### config.mk
export PLATFORM = sky130hd
export DESIGN_NAME = dispense_scheduler
export DESIGN_NICKNAME = d
export VERILOG_FILES = /design/src/rtl/dispense_scheduler.sv
export SDC_FILE = /design/constraint.sdc
export NUM_CORES = 1
export LEC_CHECK = 0
export BUFFER_PORTS_ARGS = -buffer_cell sky130_fd_sc_hd__buf_2
export CAP_MARGIN = 20
export CORE_MARGIN = 5
export CORE_UTILIZATION = 35
export CTS_CLUSTER_SIZE = 14
export DETAILED_ROUTE_END_ITERATION = 7
export GPL_TIMING_DRIVEN = 0
export HOLD_SLACK_MARGIN = 0.1
export PLACE_DENSITY_LB_ADDON = 0.15
export SYNTH_ARGS = -nofsm -noshare
export SYNTH_HDL_FRONTEND = slang
export SYNTH_SLANG_ARGS = --single-unit
### constraint.sdc
create_clock -name clk_50m -period 3.7 [get_ports clk_50m]
set_input_delay 0.37 -clock clk_50m [delete_from_list [all_inputs] [get_ports clk_50m]]
set_output_delay 0.37 -clock clk_50m [all_outputs]
set_load 0.02 [all_outputs]
### src/rtl/dispense_scheduler.sv
// Dispense scheduler: round-robin grant of hand-present requests to a single servo that is
// driven through an extend/retract cycle with a periodically resent PWM pulse.
module dispense_scheduler #(
    parameter int unsigned NREQ      = 2,
    parameter int unsigned EXT_US    = 700,
    parameter int unsigned RET_US    = 1500,
    parameter int unsigned TRAVEL_US = 250000,
    parameter int unsigned PERIOD_US = 16384
) (
    input  logic            clk_50m,
    input  logic            rst_n,
    input  logic            tick_1m,
    input  logic [NREQ-1:0] req,
    output logic [NREQ-1:0] gnt,
    output logic            servo,
    output logic            busy,
    output logic            done
);

    localparam int unsigned IdxW = (NREQ > 1) ? $clog2(NREQ) : 1;
    localparam int unsigned PerW = (PERIOD_US > 1) ? $clog2(PERIOD_US) : 1;
    localparam int unsigned TrvW = 18;
    localparam int unsigned PwW  = 11;

    localparam logic [TrvW-1:0] TravelLoad = TrvW'(TRAVEL_US - 1);
    localparam logic [PerW-1:0] PeriodLast = PerW'(PERIOD_US - 1);
    localparam logic [PwW-1:0]  ExtWidth   = PwW'(EXT_US);
    localparam logic [PwW-1:0]  RetWidth   = PwW'(RET_US);
    localparam logic [IdxW-1:0] LastIdx    = IdxW'(NREQ - 1);

    typedef enum logic [1:0] {
        StIdle,
        StExtend,
        StRetract
    } state_e;

    state_e          state_q, state_d;
    logic [NREQ-1:0] gnt_q, gnt_d;
    logic [NREQ-1:0] armed_q, armed_d;
    logic [IdxW-1:0] last_q, last_d;
    logic [TrvW-1:0] travel_q, travel_d;
    logic [PerW-1:0] period_q, period_d;
    logic [PwW-1:0]  pulse_q, pulse_d;
    logic            servo_q, servo_d;
    logic            done_q, done_d;

    logic [NREQ-1:0] eligible;
    logic [NREQ-1:0] win_onehot;
    logic [IdxW-1:0] win_idx;
    logic            win_found;
    logic            busy_w;
    int unsigned     cand;

    assign busy_w = (state_q != StIdle);

    // Round-robin search starting just after the last granted channel.
    always_comb begin
        eligible   = req & armed_q;
        win_found  = 1'b0;
        win_idx    = '0;
        win_onehot = '0;
        cand       = 0;
        for (int unsigned i = 0; i < NREQ; i++) begin
            cand = 32'(last_q) + 32'd1 + i;
            if (cand >= NREQ) begin
                cand = cand - NREQ;
            end
            if (!win_found && eligible[cand[IdxW-1:0]]) begin
                win_found = 1'b1;
                win_idx   = cand[IdxW-1:0];
            end
        end
        win_onehot[win_idx] = 1'b1;
    end

    always_comb begin
        state_d  = state_q;
        gnt_d    = gnt_q;
        armed_d  = armed_q;
        last_d   = last_q;
        travel_d = travel_q;
        done_d   = 1'b0;
        case (state_q)
            StIdle: begin
                // Re-arm only once the hand has been withdrawn while idle.
                armed_d = armed_q | ~req;
                if (win_found) begin
                    state_d          = StExtend;
                    gnt_d            = win_onehot;
                    armed_d[win_idx] = 1'b0;
                    last_d           = win_idx;
                    travel_d         = TravelLoad;
                end
            end
            StExtend: begin
                if (tick_1m) begin
                    if (travel_q == '0) begin
                        state_d  = StRetract;
                        travel_d = TravelLoad;
                    end else begin
                        travel_d = travel_q - TrvW'(1);
                    end
                end
            end
            StRetract: begin
                if (tick_1m) begin
                    if (travel_q == '0) begin
                        state_d = StIdle;
                        gnt_d   = '0;
                        done_d  = 1'b1;
                    end else begin
                        travel_d = travel_q - TrvW'(1);
                    end
                end
            end
            default: begin
                state_d = StIdle;
                gnt_d   = '0;
            end
        endcase
    end

    // PWM: a pulse in flight always runs to its latched width, regardless of state.
    always_comb begin
        period_d = period_q;
        pulse_d  = pulse_q;
        servo_d  = servo_q;
        if (tick_1m) begin
            period_d = (period_q == PeriodLast) ? '0 : period_q + PerW'(1);
            pulse_d  = (pulse_q != '0) ? pulse_q - PwW'(1) : '0;
            if ((period_q == '0) && busy_w && (pulse_d == '0)) begin
                pulse_d = (state_q == StExtend) ? ExtWidth : RetWidth;
            end
            servo_d = (pulse_d != '0);
        end
    end

    always_ff @(posedge clk_50m) begin
        if (!rst_n) begin
            state_q  <= StIdle;
            gnt_q    <= '0;
            armed_q  <= '1;
            last_q   <= LastIdx;
            travel_q <= '0;
            period_q <= '0;
            pulse_q  <= '0;
            servo_q  <= 1'b0;
            done_q   <= 1'b0;
        end else begin
            state_q  <= state_d;
            gnt_q    <= gnt_d;
            armed_q  <= armed_d;
            last_q   <= last_d;
            travel_q <= travel_d;
            period_q <= period_d;
            pulse_q  <= pulse_d;
            servo_q  <= servo_d;
            done_q   <= done_d;
        end
    end

    assign gnt   = gnt_q;
    assign servo = servo_q;
    assign busy  = busy_w;
    assign done  = done_q;

    a_gnt_onehot : assert property (@(posedge clk_50m) disable iff (!rst_n) $onehot0(gnt_q));
    a_gnt_busy   : assert property (@(posedge clk_50m) disable iff (!rst_n)
                                    busy_w == (gnt_q != '0));

endmodule

==> results of run 1 <==
layer usage:
metal / track usage / vias up / part of all wire / wire length, um
met5: 0 / - / 0 / 0
met4: 0.03476 / 0 / 0.0073 / 50
met3: 0.02284 / 4 / 0.020 / 134
met2: 0.2349 / 23 / 0.46 / 3136
met1: 0.1929 / 1206 / 0.51 / 3498
li1: - / 1321 / - / -
worst register-to-register path: stages, from the launching register on:
cell and delay, ns:
sky130_fd_sc_hd__dfxtp_1 0.40, sky130_fd_sc_hd__inv_1 0.08, sky130_fd_sc_hd__ha_1 0.33, sky130_fd_sc_hd__inv_1 0.21, sky130_fd_sc_hd__o221ai_1 0.19, sky130_fd_sc_hd__a31oi_1 0.72
sky130_fd_sc_hd__clkbuf_1 0.40, sky130_fd_sc_hd__o21ai_0 0.15, sky130_fd_sc_hd__a21boi_0 0.17
worst paths after layout:
check                  to        from  cells after the start
max          travel_q[16]  state_q[0]                      8
min            armed_q[1]      req[1]                      2
max reg2reg  travel_q[16]  state_q[0]                      8
min reg2reg        gnt[0]      gnt[0]                      2
sequential cells by signal, summed over array words and instances (netlist names):
register  count
armed_q       2
state_q       2
done          1
pulse_q      11
servo         1
last_q        1
gnt           2
travel_q     18
period_q     14
per-stage QoR:
stage / instances / hold slack (ns) / worst slack (ns)
5_1_grt: 481 / 0.3101 / 0.5869
4_1_cts: 481 / 0.2972 / 0.9867
2_1_floorplan: 363 / 0.4368 / 1.534
3_3_place_gp: 476 / 0.4511 / 0.9277
6_report: 481 / 0.3045 / 0.9763
3_5_place_dp: 476 / 0.4550 / 1.009
cell families after synthesis:
| logic type | after synthesis | share of synthesized area |
|---|---|---|
| xor+xnor | 19 | 0.05753 |
| fa+ha+maj | 9 | 0.03893 |
| flops | 52 | 0.3599 |
| buf+inv | 31 | 0.04368 |
| mux | 6 | 0.02076 |
| compound gates | 90 | 0.2011 |
| simple gates | 156 | 0.2781 |
placed cells by master, fill, tap and decap left out, types with 4 or more instances in the layout:
master	instances
sky130_fd_sc_hd__nand2_1	34
sky130_fd_sc_hd__nand4_1	6
sky130_fd_sc_hd__a21boi_0	4
sky130_fd_sc_hd__inv_1	18
sky130_fd_sc_hd__nor4_1	6
sky130_fd_sc_hd__mux2i_1	6
sky130_fd_sc_hd__and3_1	4
sky130_fd_sc_hd__xor2_1	12
sky130_fd_sc_hd__a31oi_1	4
sky130_fd_sc_hd__o221a_2	4
sky130_fd_sc_hd__o21ai_0	32
sky130_fd_sc_hd__nand3_1	18
sky130_fd_sc_hd__clkbuf_8	5
sky130_fd_sc_hd__xnor2_1	7
sky130_fd_sc_hd__a21oi_1	20
sky130_fd_sc_hd__dfxtp_1	52
sky130_fd_sc_hd__and2_1	6
sky130_fd_sc_hd__nor2_1	43
sky130_fd_sc_hd__ha_1	9
sky130_fd_sc_hd__clkbuf_1	9
sky130_fd_sc_hd__nor3_1	13
sky130_fd_sc_hd__buf_2	10
sky130_fd_sc_hd__nor2b_1	6
cell type report:
class | count | area share
sequential | 52 | 0.3323
timing repair buffer | 8 | 0.01278
multi-input combinational | 280 | 0.5507
clock buffer | 5 | 0.02196
buffer | 13 | 0.01877
tap | 105 | 0.04193
inverter | 18 | 0.02157
report_power, final:
part	total, mW	internal (mW)	switching (mW)
registers	0.818	0.688	0.130
logic	1.22	0.483	0.738
clock network	0.303	0.123	0.180
total	2.34	1.29	1.05
==> impl_summary.log, run 1 <==
INFO  metric status = completed
INFO  metric vdd_ir_drop_max = 285.4 uV
INFO  metric detail_route.wl_per_cell = 14.18 um
INFO  metric crit_path_end_kind = flip-flop
INFO  metric drt.antenna.violating_nets = 0
INFO  metric number_of_cells_upsized_or_downsized_after_cts = 0
INFO  metric htreeDepth = 2
INFO  metric drc = 0
INFO  metric ff2ff_setup_slack = 0.98 ns
INFO  metric arrival = 2.95 ns
INFO  metric fillers = 857
INFO  metric detailed_place_hpwl = 4.929 mm
INFO  metric sequential_cell_area_in_the_final_layout = between 1000 and 1500 sq um
INFO  metric dieHeight = 100.9 um
INFO  metric globalRoute.totalOverflow = 0
INFO  metric clk_path_buf_depth = 2
INFO  metric rows = 33
INFO  metric worst-path-buf-inv = 3
INFO  metric antenna-diode-count = 0
INFO  metric cap_viol_max_count = 0
INFO  metric power.leakage = 1.187 nW
INFO  metric drt_pass1_iterations = 4
INFO  metric critical_path.top_delay_family = compound AO/OA/AOI/OAI gates
INFO  metric yosysTopAreaCellShare = 0.3599
INFO  metric edff_count_synth = 0
INFO  metric max-slew-margin-rel = 0.3916
INFO  metric groute.usage.overall = 0.1420
INFO  metric finalSetupViolCount = 0
INFO  metric crit_path_top_delay_cell = sky130_fd_sc_hd__a31oi_1
INFO  metric cts_buffers = 5
INFO  metric synth_area = 2893 sq um
INFO  metric rsz_0062_raised_after_global_routing = no
INFO  metric timing.critical_path.required = approximately 3.9 ns
INFO  metric final_net_count = 392
INFO  metric total_power = 2.342 mW
INFO  metric effective_utilization_at_floorplan = 0.3556
INFO  metric place.port_buffers = 8
INFO  metric area_of_the_core = just over 8000 sq um
INFO  metric synth_most_common_cell = sky130_fd_sc_hd__dfxtp_1
INFO  metric syn2layout_area_growth = 8.304%
INFO  metric synth_ff_type = sky130_fd_sc_hd__dfxtp_1
INFO  metric synth_largest_area_cell = sky130_fd_sc_hd__dfxtp_1
INFO  metric boundaryPins = 10
INFO  metric route.detailed.vias_per_inst = 5.310
INFO  metric critical_path.cell_chain = inv_1, ha_1, inv_1, o221ai_1, a31oi_1, clkbuf_1, o21ai_0, a21boi_0
INFO  metric worst_skew_pair.late_latency = around 0.30 ns
INFO  metric antenna_found_initial = 0
INFO  metric grt_first_pass_wirelength = 11.71 mm
INFO  metric total_die_area = about 10000 sq um
INFO  metric count_of_synthesis_stage_warnings_from_yosys = 0
INFO  metric via_count = between 2000 and 3000
INFO  metric slowest_stage_delay_cp = between 0.7 and 0.8 ns
INFO  metric clock.fmax = 0.3671 GHz
INFO  metric hp-class = input pin to flip-flop
INFO  metric cts.sinks = 52
INFO  metric worst_setup_path_start_kind = flip-flop
INFO  metric layout.cell_area.non_filler = around 3100 sq um
INFO  metric post-cts-setup-buffers = 0
INFO  metric tritoncts_clock_tree = yes
INFO  metric totalWireLength = a little under 7 mm
INFO  metric finalSetupTns = 0 ns
INFO  metric hold_violations = 0
INFO  metric syn_area_per_cell = 7.969 sq um
INFO  metric postCtsHoldBufs = 0
INFO  metric area_of_combinational_cells_with_multiple_inputs = 1725 sq um
INFO  metric final_layout_size_suffix_gt1_frac = 0.08511
INFO  metric skew = 0.01137 ns
INFO  metric seq_area_frac_synth = 0.3599
INFO  metric worst_slew_pin_slew = 0.9084 ns
INFO  metric place_congestion = 0.8767
INFO  metric synth_async_sr_flop_share = 0
INFO  metric synth.distinct_cells = 58
INFO  metric die_width = between 100 and 150 um
INFO  metric timing.setup.critical_path_class = flip-flop to flip-flop
INFO  metric final_min_period_over_clock_period = 0.7361
INFO  metric clk_transition_reported_paths = 0.09 ns
INFO  metric initialDrtViolationCount = 72
INFO  metric timing.critical_path.mode_cell = sky130_fd_sc_hd__inv_1
INFO  metric timing.final.max_slew_violations = 0
INFO  metric cellPowerDensity = 747.5 nW/um^2
INFO  metric post-route-util = 0.3852
INFO  metric synth_fp_nets = 377
INFO  metric synth_seq_cells = 52
INFO  metric timing.final.crit_period = 2.724 ns
INFO  metric critPathMaxFanout = 10
INFO  metric cts_root_buffer = sky130_fd_sc_hd__clkbuf_8
INFO  metric largest_net_degree_at_the_start_of_global_routing = 14
INFO  metric syn-instance-count = 363
INFO  metric postPlaceCellArea = roughly 3100 sq um
INFO  metric vias_in_the_first_global_route = between 2000 and 2500
INFO  metric synth.top_cells.by_count = sky130_fd_sc_hd__dfxtp_1, sky130_fd_sc_hd__nor2_1, sky130_fd_sc_hd__nand2_1
INFO  metric post_synth_main_area_contributors = sky130_fd_sc_hd__dfxtp_1, sky130_fd_sc_hd__nor2_1, sky130_fd_sc_hd__o21ai_0, sky130_fd_sc_hd__nand2_1, sky130_fd_sc_hd__ha_1
Power figures use the tool's default switching activity.
==> inputs of run 2 (changes only) <==
Clock period 3.7 ns to 2.6 ns, I/O delays scaled along.
==> impl_summary.log, run 2 (synthesis results as in run 1) <==
INFO  metric cellPowerDensity = 1082 nW/um^2 (was 747.5 nW/um^2)
INFO  metric rr_worst_depth = 8 (unchanged)
INFO  metric drt_pass1_iterations = 4 (unchanged)
INFO  metric area_of_the_core = 8134 sq um (unchanged)
INFO  metric internal_power = 1.917 mW (was 1.294 mW)
INFO  metric initialDrtViolationCount = 53 (was 72)
INFO  metric tritoncts_clock_tree = yes (unchanged)
INFO  metric totalWireLength = 6.960 mm (was 6.820 mm)
INFO  metric final_min_period_over_clock_period = 0.9360 (was 0.7361)
INFO  metric timing.critical_path.required = 2.84 ns (was 3.93 ns)
INFO  metric rr_endpoint = pulse_q[5] (was travel_q[16])
INFO  metric clock.fmax = 0.4109 GHz (was 0.3671 GHz)
INFO  metric share_clk_of_total_power = 0.124 (was 0.130)
INFO  metric vdd_ir_drop_max = 438.1 uV (was 285.4 uV)
INFO  metric dieHeight = 100.9 um (unchanged)
INFO  metric route.detailed.vias_per_inst = 5.288 (was 5.310)
INFO  metric globalRoute.totalOverflow = 0 (unchanged)
INFO  metric place.port_buffers = 8 (unchanged)
INFO  metric gr-usage-met1 = 0.1933 (was 0.1929)
INFO  metric hold_endpoint = armed_q[1] (unchanged)
INFO  metric crit_path_end_kind = flip-flop (unchanged)
INFO  metric globalRoute.busiestLayer = met2 (unchanged)
INFO  metric power.leakage = 1.210 nW (was 1.187 nW)
INFO  metric cts.sinks = 52 (unchanged)
INFO  metric met2_usage = 0.2349 (unchanged)
INFO  metric syn2layout_area_growth = 11.20% (was 8.304%)
INFO  metric switching_share = 0.4492 (was 0.4475)
INFO  metric groute.usage.overall = 0.1421 (was 0.1420)
INFO  metric postCtsHoldBufs = 0 (unchanged)
INFO  metric antenna_found_initial = 0 (unchanged)
INFO  metric final_net_count = 394 (was 392)
INFO  metric largest-register = travel_q (unchanged)
INFO  metric timing.final.crit_period = 2.433 ns (was 2.724 ns)
INFO  metric seq_power_share = 0.339 (was 0.349)
INFO  metric total_die_area = 10180 sq um (unchanged)
INFO  metric status = completed (unchanged)
INFO  metric cts_root_buffer = sky130_fd_sc_hd__clkbuf_8 (unchanged)
INFO  metric clk_path_buf_depth = 2 (unchanged)
INFO  metric stdcell_count = 483 (was 481)
INFO  metric detailed_place_hpwl = 4.929 mm (unchanged)
INFO  metric largest_register_ff_count = 18 (unchanged)
INFO  metric timing.setup.critical_path_class = flip-flop to flip-flop (unchanged)
INFO  metric finalSetupViolCount = 0 (unchanged)
INFO  metric effective_utilization_at_floorplan = 0.3556 (unchanged)
INFO  metric ff2ff_setup_slack = 0.17 ns (was 0.98 ns)
INFO  metric hp-class = input pin to flip-flop (unchanged)
INFO  metric cap_viol_max_count = 0 (unchanged)
INFO  metric placedCellCount = 476 (unchanged)
INFO  metric htreeDepth = 2 (unchanged)
INFO  metric worst_setup_path_start_kind = flip-flop (unchanged)
INFO  metric arrival = 2.67 ns (was 2.95 ns)
INFO  metric hold_violations = 0 (unchanged)
INFO  metric largest_net_degree_at_the_start_of_global_routing = 14 (unchanged)
INFO  metric power.share.combinational = 0.538 (was 0.521)
INFO  metric via_count = 2554 (unchanged)
INFO  metric reg.largest.list = travel_q: 18 flops, period_q: 14 flops, pulse_q: 11 flops (unchanged)
INFO  metric rows = 33 (unchanged)
INFO  metric worst_slew_pin_slew = 0.6119 ns (was 0.9084 ns)
INFO  metric antenna-diode-count = 0 (unchanged)
INFO  metric use_met3 = 0.02284 (unchanged)
INFO  metric detail_route.wl_per_cell = 14.41 um (was 14.18 um)
INFO  metric finalSetupTns = 0 ns (unchanged)
INFO  metric drt.antenna.violating_nets = 0 (unchanged)
INFO  metric place_congestion = 0.8767 (unchanged)
INFO  metric layout.cells.most_common_list = sky130_fd_sc_hd__dfxtp_1, sky130_fd_sc_hd__nor2_1, sky130_fd_sc_hd__nand2_1, sky130_fd_sc_hd__o21ai_0, sky130_fd_sc_hd__a21oi_1 (unchanged)
INFO  metric final_layout_size_suffix_gt1_frac = 0.1138 (was 0.08511)
INFO  metric boundaryPins = 10 (unchanged)
INFO  metric timing.rr.start = pulse_q[0] (was state_q[0])
INFO  metric timing.final.max_slew_violations = 0 (unchanged)
INFO  metric fin_worst_hold_slack = 0.1928 ns (was 0.3045 ns)
INFO  metric grt_first_pass_wirelength = 11.71 mm (unchanged)
INFO  metric worst_skew_pair.late_latency = 0.30 ns (about the same)
INFO  metric cts_buffers = 5 (unchanged)
INFO  metric post-route-util = 0.3955 (was 0.3852)
INFO  metric critPathMaxFanout = 8 (was 10)
INFO  metric power.switching = 1.564 mW (was 1.048 mW)
INFO  metric max-slew-margin-rel = 0.5883 (was 0.3916)
INFO  metric skew = 0.008235 ns (was 0.01137 ns)
INFO  metric min_delay_path_depth = 2 (unchanged)
INFO  metric drc = 0 (unchanged)
INFO  metric clk_transition_reported_paths = 0.09 ns (about the same)
INFO  metric layout.cells.most_common = sky130_fd_sc_hd__dfxtp_1 (unchanged)
INFO  metric vias_in_the_first_global_route = 2398 (was 2399)
INFO  metric hold_start = req[1] (unchanged)
INFO  metric die_width = 100.9 um (unchanged)
INFO  metric total_power = 3.481 mW (was 2.342 mW)
==> run 2: cell count changes in the layout (fill, tap and decap cells not counted), moves of 2 or more <==
| cell | delta |
|---|---|
| sky130_fd_sc_hd__nor2_1 | -2 |
| sky130_fd_sc_hd__nor2_2 | +2 |
| sky130_fd_sc_hd__nor4_1 | -2 |
| sky130_fd_sc_hd__buf_4 | +2 |
==> run 2: cell type report <==
class                           count  area (sq um)
Buffer                             13         60.06
Clock buffer                        5         68.82
Fill cell                         856          4917
Inverter                           18         67.56
Multi-Input combinational cell    280          1793
Sequential cell                    52          1041
Tap cell                          105         131.4
Timing Repair Buffer               10         55.05
==> run 2: repair_timing <==
action / CTS / global route
setup endpoints to repair: 9 / 26
resized for setup: 1 / 13
buffers inserted: 0 / 2
endpoints found under the hold margin: 0 / 0
==> run 2: worst max-delay path, cell delays in order (launching register included) <==
cell and delay [ns]:
sky130_fd_sc_hd__dfxtp_1 0.36, sky130_fd_sc_hd__inv_1 0.18, sky130_fd_sc_hd__ha_1 0.17, sky130_fd_sc_hd__nor4b_2 0.42, sky130_fd_sc_hd__nand3_2 0.26, sky130_fd_sc_hd__o21ai_0 0.19, sky130_fd_sc_hd__nand3_2 0.17, sky130_fd_sc_hd__or4_4 0.46
sky130_fd_sc_hd__a31oi_2 0.16
==> run 2: routing by layer <==
metal | part of all wire | wire, um
met1 | 0.51 | 3524
met2 | 0.46 | 3225
met3 | 0.019 | 133
met4 | 0.011 | 77
met5 | 0 | 0
==> run 2: power groups by stage <==
| stage | Sequential (mW) | Clock, mW | Combinational, mW |
|---|---|---|---|
| final | 1.18 | 0.431 | 1.87 |
| after global routing | 1.21 | 0.486 | 2.10 |
| after CTS | 1.16 | 0.453 | 1.75 |
| after detailed placement | 1.18 | 0 | 1.74 |
| after global placement | 1.18 | 0 | 1.72 |
| after floorplan | 1.16 | 0 | 1.36 |
==> run 2: how the worst max path moves through the flow <==
stage,end,startpoint
finish,pulse_q[5],pulse_q[0]
global route,travel_q[12],travel_q[6]
CTS,travel_q[4],travel_q[6]
detailed placement,travel_q[7],state_q[1]
global placement,travel_q[12],state_q[0]
floorplan,travel_q[16],state_q[0]
==> run 2: metrics by stage <==
step                instance area (sq um)  worst slack [ns]
floorplan                            2893            0.4341
global placement                     3064           -0.1723
detailed placement                   3064          -0.09139
CTS                                  3139           0.01613
global route                         3217          -0.01132
finish                               3217            0.1665
==> inputs of run 3 (changes only) <==
Settings changed: ABC_AREA from default to 1.
==> impl_summary.log, run 3 <==
INFO  metric status = completed (unchanged)
INFO  metric timing.critical_path.required = 2.77 ns (was 2.84 ns)
INFO  metric groute.usage.overall = 0.1434 (was 0.1421)
INFO  metric power.leakage = 1.484 nW (was 1.210 nW)
INFO  metric detail_route.wl_per_cell = 12.91 um (was 14.41 um)
INFO  metric timing.final.max_slew_violations = 0 (unchanged)
INFO  metric synth_largest_area_cell = sky130_fd_sc_hd__dfxtp_1 (unchanged)
INFO  metric post-route-util = 0.3895 (was 0.3955)
INFO  metric clk_transition_reported_paths = 0.10 ns (was 0.09 ns)
INFO  metric edff_count_synth = 0 (unchanged)
INFO  metric finalSetupViolCount = 0 (unchanged)
INFO  metric proportion_of_synthesized_area_in_mux_cells = 0 (was 0.02076)
INFO  metric hp-class = input pin to flip-flop (unchanged)
INFO  metric grt_first_pass_wirelength = 13.30 mm (was 11.71 mm)
INFO  metric place.port_buffers = 8 (unchanged)
INFO  metric synth.top_cells.by_count = sky130_fd_sc_hd__nand2_1, sky130_fd_sc_hd__nor2_1, sky130_fd_sc_hd__inv_1 (was sky130_fd_sc_hd__dfxtp_1, sky130_fd_sc_hd__nor2_1, sky130_fd_sc_hd__nand2_1)
INFO  metric final_net_count = 501 (was 394)
INFO  metric synth_compound_area_frac = 0.1548 (was 0.2011)
INFO  metric place_congestion = 0.8753 (was 0.8767)
INFO  metric finalSetupTns = 0 ns (unchanged)
INFO  metric timing.final.crit_period = 2.208 ns (was 2.433 ns)
INFO  metric seq_area_frac_synth = 0.3311 (was 0.3599)
INFO  metric cts_root_buffer = sky130_fd_sc_hd__clkbuf_8 (unchanged)
INFO  metric count_of_synthesis_stage_warnings_from_yosys = 0 (unchanged)
INFO  metric layout.cells.most_common_list = sky130_fd_sc_hd__nand2_1, sky130_fd_sc_hd__nor2_1, sky130_fd_sc_hd__inv_1, sky130_fd_sc_hd__dfxtp_1, sky130_fd_sc_hd__a21oi_1 (was sky130_fd_sc_hd__dfxtp_1, sky130_fd_sc_hd__nor2_1, sky130_fd_sc_hd__nand2_1, sky130_fd_sc_hd__o21ai_0, sky130_fd_sc_hd__a21oi_1)
INFO  metric final_min_period_over_clock_period = 0.8493 (was 0.9360)
INFO  metric total_power = 2.882 mW (was 3.481 mW)
INFO  metric number_of_cells_upsized_or_downsized_after_cts = 0 (was 1)
INFO  metric yosys.area_share.simple = 0.3657 (was 0.2781)
INFO  metric layout.cell_area.non_filler = 3397 sq um (was 3217 sq um)
INFO  metric tritoncts_clock_tree = yes (unchanged)
INFO  metric syn_area_per_cell = 6.662 sq um (was 7.969 sq um)
INFO  metric vdd_ir_drop_max = 408.5 uV (was 438.1 uV)
INFO  metric synthXorXnorAreaFrac = 0.02228 (was 0.05753)
INFO  metric detailed_place_hpwl = 5.878 mm (was 4.929 mm)
INFO  metric rows = 34 (was 33)
INFO  metric crit_path_end_kind = flip-flop (unchanged)
INFO  metric effective_utilization_at_floorplan = 0.3605 (was 0.3556)
INFO  metric critPathMaxFanout = 8 (unchanged)
INFO  metric yosysTopAreaCellShare = 0.3311 (was 0.3599)
INFO  metric final_layout_size_suffix_gt1_frac = 0.09651 (was 0.1138)
INFO  metric post_synth_main_area_contributors = sky130_fd_sc_hd__dfxtp_1, sky130_fd_sc_hd__nand2_1, sky130_fd_sc_hd__nor2_1, sky130_fd_sc_hd__a21oi_1, sky130_fd_sc_hd__inv_1 (was sky130_fd_sc_hd__dfxtp_1, sky130_fd_sc_hd__nor2_1, sky130_fd_sc_hd__o21ai_0, sky130_fd_sc_hd__nand2_1, sky130_fd_sc_hd__ha_1)
INFO  metric syn2layout_area_growth = 8.038% (was 11.20%)
INFO  metric initialDrtViolationCount = 144 (was 53)
INFO  metric synth_area = 3144 sq um (was 2893 sq um)
INFO  metric vias_in_the_first_global_route = 2745 (was 2398)
INFO  metric worst_skew_pair.late_latency = 0.31 ns (was 0.30 ns)
INFO  metric cap_viol_max_count = 0 (unchanged)
INFO  metric boundaryPins = 10 (unchanged)
INFO  metric post-cts-setup-buffers = 0 (unchanged)
INFO  metric antenna_found_initial = 0 (unchanged)
INFO  metric synth_seq_cells = 52 (unchanged)
INFO  metric hold_violations = 0 (unchanged)
INFO  metric clock.fmax = 0.4529 GHz (was 0.4109 GHz)
INFO  metric htreeDepth = 2 (unchanged)
INFO  metric area_of_the_core = 8721 sq um (was 8134 sq um)
INFO  metric worst_slew_pin_slew = 0.6251 ns (was 0.6119 ns)
INFO  metric max-slew-margin-rel = 0.5810 (was 0.5883)
INFO  metric totalWireLength = 7.684 mm (was 6.960 mm)
INFO  metric dieHeight = 104.8 um (was 100.9 um)
INFO  metric synth_async_sr_flop_share = 0 (unchanged)
INFO  metric postPlaceCellArea = 3319 sq um (was 3064 sq um)
INFO  metric cts_buffers = 5 (unchanged)
INFO  metric worst_setup_path_start_kind = flip-flop (unchanged)
INFO  metric postCtsHoldBufs = 0 (unchanged)
INFO  metric main_combinational_cell_family_by_area_after_synthesis = simple AND/OR/NAND/NOR gates (unchanged)
INFO  metric total_die_area = 10980 sq um (was 10180 sq um)
INFO  metric via_count = 2970 (was 2554)
INFO  metric die_width = 104.8 um (was 100.9 um)
INFO  metric synth_most_common_cell = sky130_fd_sc_hd__nand2_1 (was sky130_fd_sc_hd__dfxtp_1)
INFO  metric largest-register = travel_q (unchanged)
INFO  metric synth.distinct_cells = 42 (was 58)
INFO  metric syn-instance-count = 472 (was 363)
INFO  metric post_synthesis_share_of_cell_area_spent_on_full_adders_half_adders_and_majority_gates = 0.03581 (was 0.03893)
INFO  metric rsz_0062_raised_after_global_routing = no
INFO  metric synth_fp_nets = 486 (was 377)
INFO  metric reg.largest.list = travel_q: 18 flops, period_q: 14 flops, pulse_q: 11 flops (unchanged)
INFO  metric min_delay_path_depth = 2 (unchanged)
INFO  metric skew = 0.006183 ns (was 0.008235 ns)
INFO  metric largest_net_degree_at_the_start_of_global_routing = 15 (was 14)
INFO  metric cellPowerDensity = 848.4 nW/um^2 (was 1082 nW/um^2)
INFO  metric drt_pass1_iterations = 4 (unchanged)
INFO  metric timing.setup.critical_path_class = flip-flop to flip-flop (unchanged)
INFO  metric route.detailed.vias_per_inst = 4.992 (was 5.288)
INFO  metric rr_worst_depth = 8 (unchanged)
INFO  metric antenna-diode-count = 0 (unchanged)
INFO  metric largest_register_ff_count = 18 (unchanged)
INFO  metric synth_ff_type = sky130_fd_sc_hd__dfxtp_1 (unchanged)
INFO  metric globalRoute.totalOverflow = 0 (unchanged)
INFO  metric clk_path_buf_depth = 2 (unchanged)
INFO  metric arrival = 2.37 ns (was 2.67 ns)
INFO  metric cts.sinks = 52 (unchanged)
INFO  metric drt.antenna.violating_nets = 0 (unchanged)
INFO  metric layout.cells.most_common = sky130_fd_sc_hd__nand2_1 (was sky130_fd_sc_hd__dfxtp_1)
INFO  metric drc = 0 (unchanged)
==> run 3: critical path, cell delays in order (launching register included) <==
cell and delay, ns:
sky130_fd_sc_hd__dfxtp_1 0.39, sky130_fd_sc_hd__inv_1 0.08, sky130_fd_sc_hd__ha_1 0.26, sky130_fd_sc_hd__nor2_1 0.27
sky130_fd_sc_hd__o21ai_1 0.11, sky130_fd_sc_hd__nor2_1 0.18, sky130_fd_sc_hd__nand2_4 0.13, sky130_fd_sc_hd__nor3_2 0.50
sky130_fd_sc_hd__a21oi_1 0.15
==> run 3: kinds of logic after synthesis <==
family,count (synthesis)
and+or+nand+nor,243
DFF,52
xor gates and xnor gates,8
AOI/OAI and AO/OA,89
adders and majority gates,9
buffers and inverters,71
==> run 3: through the flow <==
stage | setup slack (ns) | hold WS, ns | instances
CTS | 0.4005 | 0.1344 | 595
finish | 0.3919 | 0.1323 | 595
floorplan | 0.7748 | 0.3604 | 472
global placement | 0.4275 | 0.4539 | 588
detailed placement | 0.4140 | 0.4652 | 588
global route | 0.1986 | 0.1381 | 595
==> run 3: area by class of cell <==
| cell class | instances | area [sq um] |
|---|---|---|
| sequential | 52 | 1041 |
| multi-input combinational | 349 | 1819 |
| clock inverter | 1 | 5.005 |
| buffer | 9 | 51.30 |
| fill | 946 | 5324 |
| clock buffer | 6 | 72.57 |
| inverter | 62 | 232.7 |
| tap | 108 | 135.1 |
| timing repair buffer | 8 | 40.04 |
==> run 3: power breakdown <==
part           internal [mW]  switching [mW]
Clock                  0.184           0.275
Combinational          0.450           0.904
Sequential             0.937           0.131
==> run 3: path summary, 6_finish.rpt <==
kind         startpoint  slack, ns           end
max          state_q[1]       0.39  travel_q[14]
max reg2reg  state_q[1]       0.39  travel_q[14]
min              req[0]       0.13    armed_q[0]
min reg2reg  armed_q[0]       0.48    armed_q[0]
==> run 3: routing by layer <==
metal  wire length [um]  track usage  part of all wire  up-vias
met4                 91      0.04292             0.012        0
met3                140      0.01850             0.018        7
met1               4101       0.2069              0.53     1355
li1                   -            -                 -     1583
met2               3350       0.2230              0.44       25
met5                  0            0                 0        -
